### config.mk
export PLATFORM = sky130hd
export DESIGN_NAME = period_meter_flat
export DESIGN_NICKNAME = d
export VERILOG_FILES = /design/src/rtl/period_meter_pkg.sv /design/src/rtl/period_meter_if.sv /design/src/rtl/period_meter_edge_sync.sv /design/src/rtl/period_meter.sv /design/src/flat_wrapper.sv
export SDC_FILE = /design/constraint.sdc
export NUM_CORES = 1
export LEC_CHECK = 0
export ABC_AREA = 1
export CAP_MARGIN = 20
export CORE_MARGIN = 2
export CORE_UTILIZATION = 55
export DETAILED_ROUTE_END_ITERATION = 8
export GPL_TIMING_DRIVEN = 0
export MAX_ROUTING_LAYER = met4
export PLACE_DENSITY = 0.78
export SLEW_MARGIN = 30
export SYNTH_ARGS = -nofsm -noshare
export SYNTH_HDL_FRONTEND = slang
export SYNTH_SLANG_ARGS = --single-unit
### constraint.sdc
create_clock -name clk_in -period 3.4 [get_ports clk_in]
set_clock_uncertainty 0.1 [all_clocks]
set_input_delay 0.34 -clock clk_in [delete_from_list [all_inputs] [get_ports clk_in]]
set_output_delay 0.34 -clock clk_in [all_outputs]
set_load 0.01 [all_outputs]
### src/rtl/period_meter_pkg.sv
// Shared types and defaults for the period meter.
package period_meter_pkg;

    localparam int          DEFAULT_COUNT_W   = 24;
    localparam logic [23:0] DEFAULT_MAX_COUNT = 24'hFF_FFFF;

    // Measurement FSM states; encoding is visible on the debug port.
    typedef enum logic [1:0] {
        IDLE    = 2'd0,
        ARM     = 2'd1,
        MEASURE = 2'd2
    } state_t;

endpackage

### src/rtl/period_meter_if.sv
// Bus between the period meter and its user.
//
// Handshake: enable and sig_in flow into the meter. period_valid is a
// one-cycle strobe with no ready/backpressure: period and high_time change
// only in the cycle period_valid is high and hold otherwise, so a consumer
// that misses the strobe can still read the last result. overflow and busy
// are levels. state_dbg mirrors the FSM state for observation only.
interface period_meter_if #(
    parameter int COUNT_W = 24
) ();
    import period_meter_pkg::*;

    logic               enable;
    logic               sig_in;
    logic [COUNT_W-1:0] period;
    logic [COUNT_W-1:0] high_time;
    logic               period_valid;
    logic               overflow;
    logic               busy;
    state_t             state_dbg;

    modport master (
        input  enable, sig_in,
        output period, high_time, period_valid, overflow, busy, state_dbg
    );

    modport slave (
        output enable, sig_in,
        input  period, high_time, period_valid, overflow, busy, state_dbg
    );

endinterface

### src/rtl/period_meter_edge_sync.sv
// Input capture and edge detection for slow lab signals.
// Build option PERIOD_METER_SYNC_EN: when defined, sig_in first passes a
// 2-flop synchronizer (for asynchronous inputs), adding two cycles of latency.
module edge_sync (
    input  logic clk_in,
    input  logic rst,
    input  logic sig_in,
    output logic s_q,
    output logic rise,
    output logic fall
);

    logic cap_d;
    logic s_d;

`ifdef PERIOD_METER_SYNC_EN
    logic [1:0] sync_q;

    // Two-stage synchronizer ahead of the capture flop.
    always_ff @(posedge clk_in or negedge rst) begin
        if (!rst) sync_q <= 2'b00;
        else      sync_q <= {sync_q[0], sig_in};
    end

    assign cap_d = sync_q[1];
`else
    assign cap_d = sig_in;
`endif

    // Capture flop plus one-cycle delay used for edge comparison.
    always_ff @(posedge clk_in or negedge rst) begin
        if (!rst) begin
            s_q <= 1'b0;
            s_d <= 1'b0;
        end else begin
            s_q <= cap_d;
            s_d <= s_q;
        end
    end

    assign rise = s_q & ~s_d;
    assign fall = ~s_q & s_d;

endmodule

### src/rtl/period_meter.sv
// Period / high-time meter: counts clk_in cycles between rising edges of a
// slow input. Build option PERIOD_METER_SYNC_EN selects the input synchronizer
// inside edge_sync. MAX_COUNT must lie in [2, 2^COUNT_W-1].
module period_meter
    import period_meter_pkg::*;
#(
    parameter int                 COUNT_W   = DEFAULT_COUNT_W,
    parameter logic [COUNT_W-1:0] MAX_COUNT = COUNT_W'(DEFAULT_MAX_COUNT)
) (
    input  logic            clk_in,
    input  logic            rst,
    period_meter_if.master  bus
);

    logic s_q, rise, fall;

    edge_sync u_edge_sync (
        .clk_in (clk_in),
        .rst    (rst),
        .sig_in (bus.sig_in),
        .s_q    (s_q),
        .rise   (rise),
        .fall   (fall)
    );

    state_t             state_q, state_d;
    logic [COUNT_W-1:0] cnt_q, cnt_d;
    logic [COUNT_W-1:0] hcnt_q, hcnt_d;
    logic               hrun_q, hrun_d;
    logic [COUNT_W-1:0] period_q, period_d;
    logic [COUNT_W-1:0] high_q, high_d;
    logic               valid_q, valid_d;
    logic               ovf_q, ovf_d;

    // State, counters and result registers.
    always_ff @(posedge clk_in or negedge rst) begin
        if (!rst) begin
            state_q  <= IDLE;
            cnt_q    <= '0;
            hcnt_q   <= '0;
            hrun_q   <= 1'b0;
            period_q <= '0;
            high_q   <= '0;
            valid_q  <= 1'b0;
            ovf_q    <= 1'b0;
        end else begin
            state_q  <= state_d;
            cnt_q    <= cnt_d;
            hcnt_q   <= hcnt_d;
            hrun_q   <= hrun_d;
            period_q <= period_d;
            high_q   <= high_d;
            valid_q  <= valid_d;
            ovf_q    <= ovf_d;
        end
    end

    // Next state: enable low always wins; a rise outranks the count limit so
    // a period of exactly MAX_COUNT is still reported. hrun stops high-time
    // counting at the falling edge until the next rise.
    always_comb begin
        state_d  = state_q;
        cnt_d    = cnt_q;
        hcnt_d   = hcnt_q;
        hrun_d   = hrun_q;
        period_d = period_q;
        high_d   = high_q;
        valid_d  = 1'b0;
        ovf_d    = ovf_q;

        if (!bus.enable) begin
            state_d = IDLE;
            cnt_d   = '0;
            hcnt_d  = '0;
            hrun_d  = 1'b0;
        end else begin
            case (state_q)
                IDLE: state_d = ARM;
                ARM: begin
                    if (rise) begin
                        cnt_d   = COUNT_W'(1);
                        hcnt_d  = COUNT_W'(1);
                        hrun_d  = 1'b1;
                        state_d = MEASURE;
                    end
                end
                MEASURE: begin
                    if (rise) begin
                        period_d = cnt_q;
                        high_d   = hcnt_q;
                        valid_d  = 1'b1;
                        ovf_d    = 1'b0;
                        cnt_d    = COUNT_W'(1);
                        hcnt_d   = COUNT_W'(1);
                        hrun_d   = 1'b1;
                    end else if (cnt_q == MAX_COUNT) begin
                        ovf_d   = 1'b1;
                        cnt_d   = '0;
                        hcnt_d  = '0;
                        hrun_d  = 1'b0;
                        state_d = ARM;
                    end else begin
                        cnt_d = cnt_q + 1'b1;
                        if (fall) hrun_d = 1'b0;
                        if (s_q && hrun_q) hcnt_d = hcnt_q + 1'b1;
                    end
                end
                default: state_d = IDLE;
            endcase
        end
    end

    assign bus.period       = period_q;
    assign bus.high_time    = high_q;
    assign bus.period_valid = valid_q;
    assign bus.overflow     = ovf_q;
    assign bus.busy         = (state_q != IDLE);
    assign bus.state_dbg    = state_q;

endmodule

### src/flat_wrapper.sv
// flat-port wrapper written by rule: the top's interface ports become plain ports
module period_meter_flat import period_meter_pkg::*;
#(
    parameter int                 COUNT_W   = DEFAULT_COUNT_W,
    parameter logic [COUNT_W-1:0] MAX_COUNT = COUNT_W'(DEFAULT_MAX_COUNT)
)
  (clk_in, rst, bus_enable, bus_sig_in, bus_period, bus_high_time, bus_period_valid, bus_overflow, bus_busy, bus_state_dbg);
  period_meter_if #(.COUNT_W(COUNT_W)) bus_i ();
  input  logic clk_in;
  input  logic rst;
  input wire logic [$bits(bus_i.enable)-1:0] bus_enable;
  input wire logic [$bits(bus_i.sig_in)-1:0] bus_sig_in;
  output wire logic [$bits(bus_i.period)-1:0] bus_period;
  output wire logic [$bits(bus_i.high_time)-1:0] bus_high_time;
  output wire logic [$bits(bus_i.period_valid)-1:0] bus_period_valid;
  output wire logic [$bits(bus_i.overflow)-1:0] bus_overflow;
  output wire logic [$bits(bus_i.busy)-1:0] bus_busy;
  output wire logic [$bits(bus_i.state_dbg)-1:0] bus_state_dbg;
  assign bus_i.enable = bus_enable;
  assign bus_i.sig_in = bus_sig_in;
  assign bus_period = bus_i.period;
  assign bus_high_time = bus_i.high_time;
  assign bus_period_valid = bus_i.period_valid;
  assign bus_overflow = bus_i.overflow;
  assign bus_busy = bus_i.busy;
  assign bus_state_dbg = bus_i.state_dbg;
  period_meter #(.COUNT_W(COUNT_W), .MAX_COUNT(MAX_COUNT)) u_core (.clk_in(clk_in), .rst(rst), .bus(bus_i));
endmodule
# After elaboration in Yosys (flattened, before gate mapping)
# Cells that the tools add are included.
dict set report word_totals {
  regBits 103
  input_bits 4
}
dict set report classes {
  addsub 2
  n_eq_ne 9
  muxes 26
  bitwise 4
  reduce_logical 10
}
# cell n
set ops {}
lappend ops {{$mux 24} 8}
lappend ops {{$pmux 24 s2} 2}
lappend ops {{$add 24x1->24 const B} 2}
lappend ops {{$eq 24x24->1 const B} 1}
lappend ops {{$reduce_and 3->1} 5}
lappend ops {{$mux 1} 10}
lappend ops {{$ne 5x2->1 const B} 2}
lappend ops {{$mux 2} 4}
lappend ops {{$ne 3x2->1 const B} 2}
lappend ops {{$pmux 2 s3} 1}
lappend ops {{$reduce_bool 2->1} 2}
lappend ops {{$ne 3x1->1 const B} 1}
lappend ops {{$ne 3x3->1 const B} 1}
lappend ops {{$and 1x1->1} 2}
lappend ops {{$eq 2x1->1 const B} 1}
lappend ops {{$eq 2x2->1 const B} 1}
lappend ops {{$logic_not 2->1} 1}
lappend ops {{$not 1->1} 2}
lappend ops {{$pmux 1 s2} 1}
lappend ops {{$reduce_and 2->1} 1}
lappend ops {{$logic_and 1x1->1} 1}

# Depth between registers and ports, before layout
# Gate-level depths: netlist (run 1).
dict set report logic_depth {
  word_depth 7
  mapped_depth 12
}

# Modules after synthesis
# From an unflattened synthesis (run 1), not the netlist that was laid out.
dict set report unflattened {
  cells_unflattened 680
  area_unflattened_um2 5181.2
}
# mod n_inst cells_per_inst area_per_inst_um2 seq_area_each_um2
set by_module_without_submodules {}
lappend by_module_without_submodules {period_meter 1 674 5116.2 2527.4}
lappend by_module_without_submodules {edge_sync 1 6 65.1 50.0}

# Worst setup path before layout (run 1)
# OpenSTA, ideal clock, no wires.
dict set report synth_path {
  path_kind {reg-to-reg}
  startpoint {register u_core.cnt_q[1]}
  endpoint {register u_core.hcnt_q[15]}
  arrival_time_ns 1.506
  required_ns 3.184
  setup_slack_ns 1.677
  stages_incl_launch_ff 13
  path_buffers 2
  synth_period_minus_slack_ns 1.723
  path_cell_list {dfrtp_1 -> ha_1 -> nand2_2 -> nor2_4 -> nand2_2 -> nor2_4 -> nand2_4 -> nand3_2 -> nand2_2 -> buf_6 -> buf_12 -> nand2_2 -> nand2_1}
}
dict set report synth_between {
  elab_chain_len 5
}
# element line_no
set synth_rtl {}
lappend synth_rtl {{from (decl)} period_meter.sv:27} ;# logic [COUNT_W-1:0] cnt_q, cnt_d;
lappend synth_rtl {{from (signal assigned)} period_meter.sv:48} ;# cnt_q <= cnt_d;
lappend synth_rtl {{$eq 24x24->1 (*)} period_meter.sv:96} ;# end else if (cnt_q == MAX_COUNT) begin
lappend synth_rtl {{$mux 24} period_meter.sv:96}
lappend synth_rtl {{$mux 24} period_meter.sv:88} ;# if (rise) begin
lappend synth_rtl {{$pmux 24 s2} period_meter.sv:77} ;# case (state_q)
lappend synth_rtl {{$mux 24} period_meter.sv:71} ;# if (!bus.enable) begin
lappend synth_rtl {{to (signal assigned)} period_meter.sv:49} ;# hcnt_q <= hcnt_d;
lappend synth_rtl {{to (decl)} period_meter.sv:28} ;# logic [COUNT_W-1:0] hcnt_q, hcnt_d;
# Every way passes the cells marked *; elsewhere a longest branch is shown, timed or not.
# A chain may end at the register's enable or synchronous reset.

# Worst setup path in the final report (run 1)
dict set report layout_path {
  startpoint {register u_core.cnt_q[1]}
  endpoint {register u_core.cnt_q[23]}
}
dict set report layout_between {
  elab_chain_len 5
}
# element line_no
set layout_rtl {}
lappend layout_rtl {{$add 24x1->24 or $eq 24x24->1 (tied branches)} {period_meter.sv:103, period_meter.sv:96}}
lappend layout_rtl {{$mux 24 (*)} period_meter.sv:96}
lappend layout_rtl {{$mux 24 (*)} period_meter.sv:88}
lappend layout_rtl {{$pmux 24 s2 (*)} period_meter.sv:77}
lappend layout_rtl {{$mux 24 (*)} period_meter.sv:71}
# Marks and branches as above.

==> impl_results.md, run 1 <==
* Status: finished, final reports clean
* Share of cells above drive strength 1 at 9.57%
* Hold Startpoint: bus_sig_in
* CTS Buffer Depth at 2
* Synth Area in XOR/XNOR at 3.61%
* Synthesized instance count at 711
* Synth Area in Compound Gates at 3.99%
* R2r startpoint: u_core.cnt_q[1]$_DFFE_PN0P_
* Sequential-to-total area share from yosys stat at 48.3%
* Post-Syn Area at 0.00533 sq mm
* Switching power at 0.000707 W
* Leakage at 3.02 nW
* I/O Buffers at 56
* Seq pwr share at 52.1%
* Fin. max-slew vios at 0
* CTS resizes at 0
* ANT nets after route at 0
* Clock sinks at 103
* Worst Path Max Fanout at 10
* DP Cell Count at 897
* Max cap viols at 0
* Overflow after GRT at 0
* Worst reg2reg endpoint: u_core.cnt_q[23]$_DFFE_PN0P_
* Worst Setup Path Type: reg -> reg
* Total die area at 0.0105 sq mm
* Hold EP: u_core.u_edge_sync.s_q$_DFF_PN0_
* Fin crit period at 2050 ps
* Sw Share at 28.7%
* Finished Layout Cells at 913
* Total track usage at 27.2%
* Pwr/cell area at 392 mW/mm^2
* Worst-Skew Late Latency at 370 ps
* Placement Rows at 35
* Routed WL at 12,800 um
* Ys Warns at 0
* Period utilization at 60.2%
* Synth Area in Simple Gates at 36.7%
* Clk pwr share at 31.6%
* Vias in the first global route at 4,495
* Die X at 102 um
* Worst-Margin Slew at 701 ps
* Max Freq at 488 MHz
* Worst IR Drop VDD at 0.241 mV
* DR pass1 iterations at 5
* R2R depth at 11
* Nets@finish at 786
* CORE AREA at 0.00933 sq mm
* Adder-Cell Fraction of Synth Area at 0.469%
* Initial antenna violation count at 0
* Syn Area/Cell at 7.50 sq um
* Antenna cells at 0
* Number of DRC violations after detailed routing at 0
* DP Area at 0.00608 sq mm
* Design area at 0.00629 sq mm
* Clock root buffer: clkbuf_8
* Post-synth cell types at 34
* Die Height at 102 um
* Critical Path End Type: flop
* Setup TNS at 0 ps
* GP Congestion at 1.01
* H-tree depth reported by CTS at 3
* Startpoint types: flop
* Mux cell area share after synthesis at 0%
* WP data required at 3560 ps
* Worst reg2reg setup slack at 1350 ps
* Global-route wire length before repair at 21,500 um
* Logic pwr share at 16.3%
* Crit. Startpoint: u_core.cnt_q[1]$_DFFE_PN0P_
* Arrival time worst endpoint at 2210 ps
* Via Count at 4,717
* Wire per inst at 14.0 um
* Synth Register Bits at 103
* Hold Path Class: in -> reg
* Largest net degree at the start of global routing at 68
* Worst-path clk slew at 100 ps
* Initial Util at 57.2%
* Area growth from synthesis to layout at 17.9%
* Worst slew margin at 53.3%
* Worst Hold Depth at 1
* TritonCTS buffer count at 9
* CTS tree: built
* Hold Worst Slack at 298 ps
* 1st-iter DRT viols at 294
* I/O Pins at 57
* Via/cell ratio at 5.17
* Post-detail-place hpwl at 9390 um
* Syn_nets at 717
* Endpoints failing hold at 0
* Largest family of logic cells by synthesized area: simple AND/OR/NAND/NOR gates
* # setup viols final at 0
* Cell Int Power at 0.00176 W
* Unrepaired setup endpoints after global routing: false
-- layout by cell type (no fill, tap or decap), types with 3 or more instances in the layout --
cell type          n
nor2_1            96
nor2_4             3
xnor2_1            3
clkbuf_8          10
clkdlybuf4s50_1   55
o21ai_0           33
xor2_1            19
clkbuf_1           7
nand4_1           12
inv_1             56
buf_2              7
nand2_1          277
inv_2              3
dfrtp_1          103
nand3_1           35
nor2_2             3
nand2_2           29
buf_6              3
-- registers in the layout, indices dropped and copies added (netlist names) --
signal                   count
u_core.bus.high_time        24
u_core.bus.period           24
u_core.cnt_q                24
u_core.hcnt_q               24
u_core.bus.state_dbg         2
u_core.bus.overflow          1
u_core.bus.period_valid      1
u_core.hrun_q                1
u_core.u_edge_sync.s_d       1
u_core.u_edge_sync.s_q       1
-- cell usage after synthesis (all sizes together) --
| library cell | instances | area (sq um) |
|---|---|---|
| a21oi | 1 | 5.00 |
| a31o | 1 | 8.76 |
| a31oi | 1 | 6.26 |
| and2 | 1 | 6.26 |
| buf | 13 | 113 |
| clkbuf | 8 | 31.3 |
| dfrtp | 103 | 2580 |
| ha | 2 | 25.0 |
| inv | 59 | 221 |
| nand2 | 307 | 1230 |
| nand3 | 37 | 195 |
| nand3b | 1 | 7.51 |
| nand4 | 12 | 75.1 |
| nor2 | 102 | 413 |
| nor3 | 2 | 15.0 |
| nor3b | 1 | 7.51 |
| o21a | 1 | 7.51 |
| o21ai | 34 | 170 |
| o21bai | 2 | 15.0 |
| or2 | 1 | 6.26 |
| xnor2 | 3 | 26.3 |
| xor2 | 19 | 166 |
-- cell type report --
class,instances,area (sq um)
buffer,21,144
clock buffer,10,138
clock inverter,5,57.6
fill,847,3040
inverter,59,221
multi-input combinational,528,2390
sequential,103,2580
tap,129,161
timing repair buffer,58,599
-- how the worst max path moves through the flow --
| stage | slack [ps] | depth (start not counted) | end |
|---|---|---|---|
| after global routing | 1100 | 11 | u_core.hcnt_q[22]$_DFFE_PN0P_ |
| after detailed placement | 1170 | 6 | u_core.bus.high_time[18]$_DFFE_PN0P_ |
| after floorplan | 1680 | 12 | u_core.hcnt_q[15]$_DFFE_PN0P_ |
| after CTS | 1360 | 11 | u_core.cnt_q[23]$_DFFE_PN0P_ |
| after global placement | -1890 | 1 | u_core.hcnt_q[23]$_DFFE_PN0P_ |
| final | 1350 | 11 | u_core.cnt_q[23]$_DFFE_PN0P_ |
-- cell families (layout without fill, tap and decap cells) --
group	after synthesis	in the layout
buf+inv	80	153
simple gates	464	464
fa+ha+maj	2	2
compound gates	40	40
xor+xnor	22	22
flops	103	103
-- through the flow --
step                setup WS [ps]  util [%]  power (W)
floorplan                    1680         -    0.00155
global placement            -1890      64.9    0.00170
detailed placement           1170      65.2    0.00171
CTS                          1360      67.4    0.00248
global route                 1100      67.4    0.00257
finish                       1350      67.4    0.00247
-- worst max-delay path, stage by stage, from the launching register on --
cell     delay, ps
dfrtp_1        440
ha_1           220
nand2_2         90
nor2_4         130
nand2_2        100
nor2_4         130
nand2_4        100
nand3_2        100
buf_2          280
inv_2          110
nand2_1         80
o21ai_1         60
-- metal layers --
metal | up-vias | part of all wire (%) | global-route usage [%]
li1 | 2328 | - | -
met1 | 2193 | 48 | 38.8
met2 | 177 | 44 | 40.3
met3 | 19 | 6.4 | 5.20
met4 | 0 | 1.4 | 6.87
met5 | - | 0 | -
-- power by group through the flow --
stage | sequential (W) | combinational, W | clock [W]
after floorplan | 0.00131 | 0.000233 | 0
after global placement | 0.00131 | 0.000387 | 0
after detailed placement | 0.00131 | 0.000397 | 0
after CTS | 0.00129 | 0.000400 | 0.000794
after global routing | 0.00129 | 0.000439 | 0.000838
final | 0.00129 | 0.000401 | 0.000779
-- repair_timing --
action | 4_1_cts | 5_1_grt
endpoints found under the hold margin | 36 | 0
buffers inserted | 0 | 0
hold buffers | 1 | 0
(Power assumes the default switching activity.)
==> run 2: changes to the inputs <==
--- a/config.mk
+++ b/config.mk
@@ -8,11 +8,11 @@
 export ABC_AREA = 1
 export CAP_MARGIN = 20
 export CORE_MARGIN = 2
-export CORE_UTILIZATION = 55
+export CORE_UTILIZATION = 51
 export DETAILED_ROUTE_END_ITERATION = 8
 export GPL_TIMING_DRIVEN = 0
 export MAX_ROUTING_LAYER = met4
-export PLACE_DENSITY = 0.78
+export PLACE_DENSITY = 0.76
 export SLEW_MARGIN = 30
 export SYNTH_ARGS = -nofsm -noshare
 export SYNTH_HDL_FRONTEND = slang
==> constraint.sdc (replaced) <==
create_clock -name clk_in -period 1.8 [get_ports clk_in]
set_clock_uncertainty 0.1 [all_clocks]
set_input_delay 0.18 -clock clk_in [delete_from_list [all_inputs] [get_ports clk_in]]
set_output_delay 0.18 -clock clk_in [all_outputs]
set_load 0.01 [all_outputs]
==> run 2 against run 1 <==
- the flow now finishes with violations (negative setup slack)
- die area up 7.5%
- first-iteration DRC count down 6.8%
- flip-flop and latch count unchanged
- via count up 1.6%
- register-to-register slack worse by 1400 ps
- cell count up 2.3%
- power up 100%
- largest power group unchanged
- worst setup slack worse by 1400 ps
- worst hold slack worse by 170 ps
==> impl_results.md, run 2 (same netlist as run 1, synthesis figures left out) <==
* Status: complete, but fails checks
* Failing checks: negative setup slack
* Worst slew margin at 59.7%
* Vias in the first global route at 4,516
* Placement Rows at 37
* Setup slack after layout at -8.82 ps
* Routed WL at 13,400 um
* Logic pwr share at 19.2%
* Nets@finish at 800
* TritonCTS buffer count at 9
* Slowest CP cell: dfrtp_1
* Clock root buffer: clkbuf_8
* Share of cells above drive strength 1 at 15.7%
* Largest net degree at the start of global routing at 66
* Initial Util at 52.1%
* Setup TNS at -12.7 ps
* Post-detail-place hpwl at 9480 um
* Worst-path clk slew at 90 ps
* ANT nets after route at 0
* Via/cell ratio at 5.13
* Sw Share at 28.0%
* Max cap viols at 0
* Critical Path End Type: flop
* CTS Buffer Depth at 2
* Final total power at 0.00498 W
* I/O Buffers at 56
* Most common cell after layout, fill and taps aside: nand2_1
* CTS tree: built
* Fin. max-slew vios at 0
* Worst Setup Path Type: reg -> reg
* Cell Int Power at 0.00358 W
* Wire per inst at 14.4 um
* CP Buf/Inv Count at 2
* Fin crit period at 1810 ps
* # setup viols final at 2
* Seq pwr share at 48.7%
* I/O Pins at 57
* Total track usage at 25.6%
* Pwr/cell area at 753 mW/mm^2
* Worst-Skew Late Latency at 380 ps
* Worst IR Drop VDD at 0.439 mV
* Switching power at 0.00140 W
* Hold Path Class: in -> reg
* Leakage at 3.18 nW
* Design area at 0.00662 sq mm
* Via Count at 4,794
* Global-route wire length before repair at 22,100 um
* DP Area at 0.00608 sq mm
* Die Height at 106 um
* Pre-CTS setup slack at -318 ps
* Period utilization at 100%
* CP peak stage delay at 380 ps
* CP delay by family, top: simple AND/OR/NAND/NOR gates
* GP Congestion at 0.937
* Overflow after GRT at 0
* Die X at 106 um
* Max Freq at 553 MHz
* Clk pwr share at 32.1%
* H-tree depth reported by CTS at 3
* Unrepaired setup endpoints after global routing: true
* CP most frequent cell: nand2_2
* Most frequent cells in the layout: nand2_1 (269), dfrtp_1 (96), nor2_1 (84), inv_1 (54), clkdlybuf4s50_1 (54)
* Endpoints failing hold at 0
* Clock sinks at 103
* Worst Path Max Fanout at 6
* DR pass1 iterations at 5
* Number of DRC violations after detailed routing at 0
* Total die area at 0.0113 sq mm
* DP Cell Count at 904
* Worst-Margin Slew at 604 ps
* Arrival time worst endpoint at 1990 ps
* Startpoint types: flop
* Worst-path cell chain: ha_2 > nand2_2 > nor2_4 > nand2_2 > nor2_4 > nand2_4 > nand3_4 > nand2_4 > buf_8 > clkbuf_16 > nand2_2 > nand2_1
* CORE AREA at 0.0102 sq mm
* 1st-iter DRT viols at 274
* Area growth from synthesis to layout at 24.1%
* FILL cells at 925
* Initial antenna violation count at 0
* Finished Layout Cells at 934
* WP data required at 1980 ps
* Antenna cells at 0
==> run 2: worst paths after layout <==
check / start / cells after the start / to / slack [ps]
min in group asynchronous: rst / 2 / u_core.bus.period[15]$_DFFE_PN0P_ / 240
worst max-delay path: u_core.cnt_q[0]$_DFFE_PN0P_ / 12 / u_core.hcnt_q[15]$_DFFE_PN0P_ / -9
worst min-delay path: bus_sig_in / 1 / u_core.u_edge_sync.s_q$_DFF_PN0_ / 130
worst min register to register: u_core.bus.period[8]$_DFFE_PN0P_ / 2 / u_core.bus.period[8]$_DFFE_PN0P_ / 380
worst max register to register: u_core.cnt_q[0]$_DFFE_PN0P_ / 12 / u_core.hcnt_q[15]$_DFFE_PN0P_ / -9
max in group asynchronous: rst / 3 / u_core.cnt_q[10]$_DFFE_PN0P_ / 740
==> run 2: layout make-up <==
type / count / area [sq um] / area share (%)
flip-flops and latches: 103 / 2590 / 39.1
inverters: 59 / 224 / 3.38
clock inverters: 4 / 70.1 / 1.06
well taps: 136 / 170 / 2.57
clock buffers: 11 / 141 / 2.14
repair buffers: 72 / 734 / 11.1
plain buffers: 21 / 193 / 2.91
multi-input cells: 528 / 2500 / 37.8
==> run 2: power by group through the flow <==
stage          sequential (W)  combinational (W)  clock [W]
2_1_floorplan         0.00248           0.000439          0
3_3_place_gp          0.00247           0.000734          0
3_5_place_dp          0.00247           0.000758          0
4_1_cts               0.00242           0.000812    0.00162
5_1_grt               0.00243            0.00103    0.00173
6_report              0.00242           0.000958    0.00160
==> run 2: timing repair <==
action,CTS,global route
resized for setup,17,55
endpoints found under the hold margin,64,0
pin swaps,3,10
cloned,0,2
hold buffers,1,0
setup buffers,7,5
endpoints found under the setup margin,66,96
==> run 2: metrics by stage <==
step	util, %	hold WS [ps]
after floorplan	-	-216
after global placement	59.3	325
after detailed placement	59.5	112
after CTS	62.5	121
after global routing	64.7	126
final	64.7	128
==> run 2: per-layer routing <==
layer	track usage, %	up-vias	part of all wire (%)
met5	-	-	0
met4	8.36	0	1.3
met3	4.11	15	6.0
met2	36.0	170	43
met1	38.0	2246	49
li1	-	2363	-
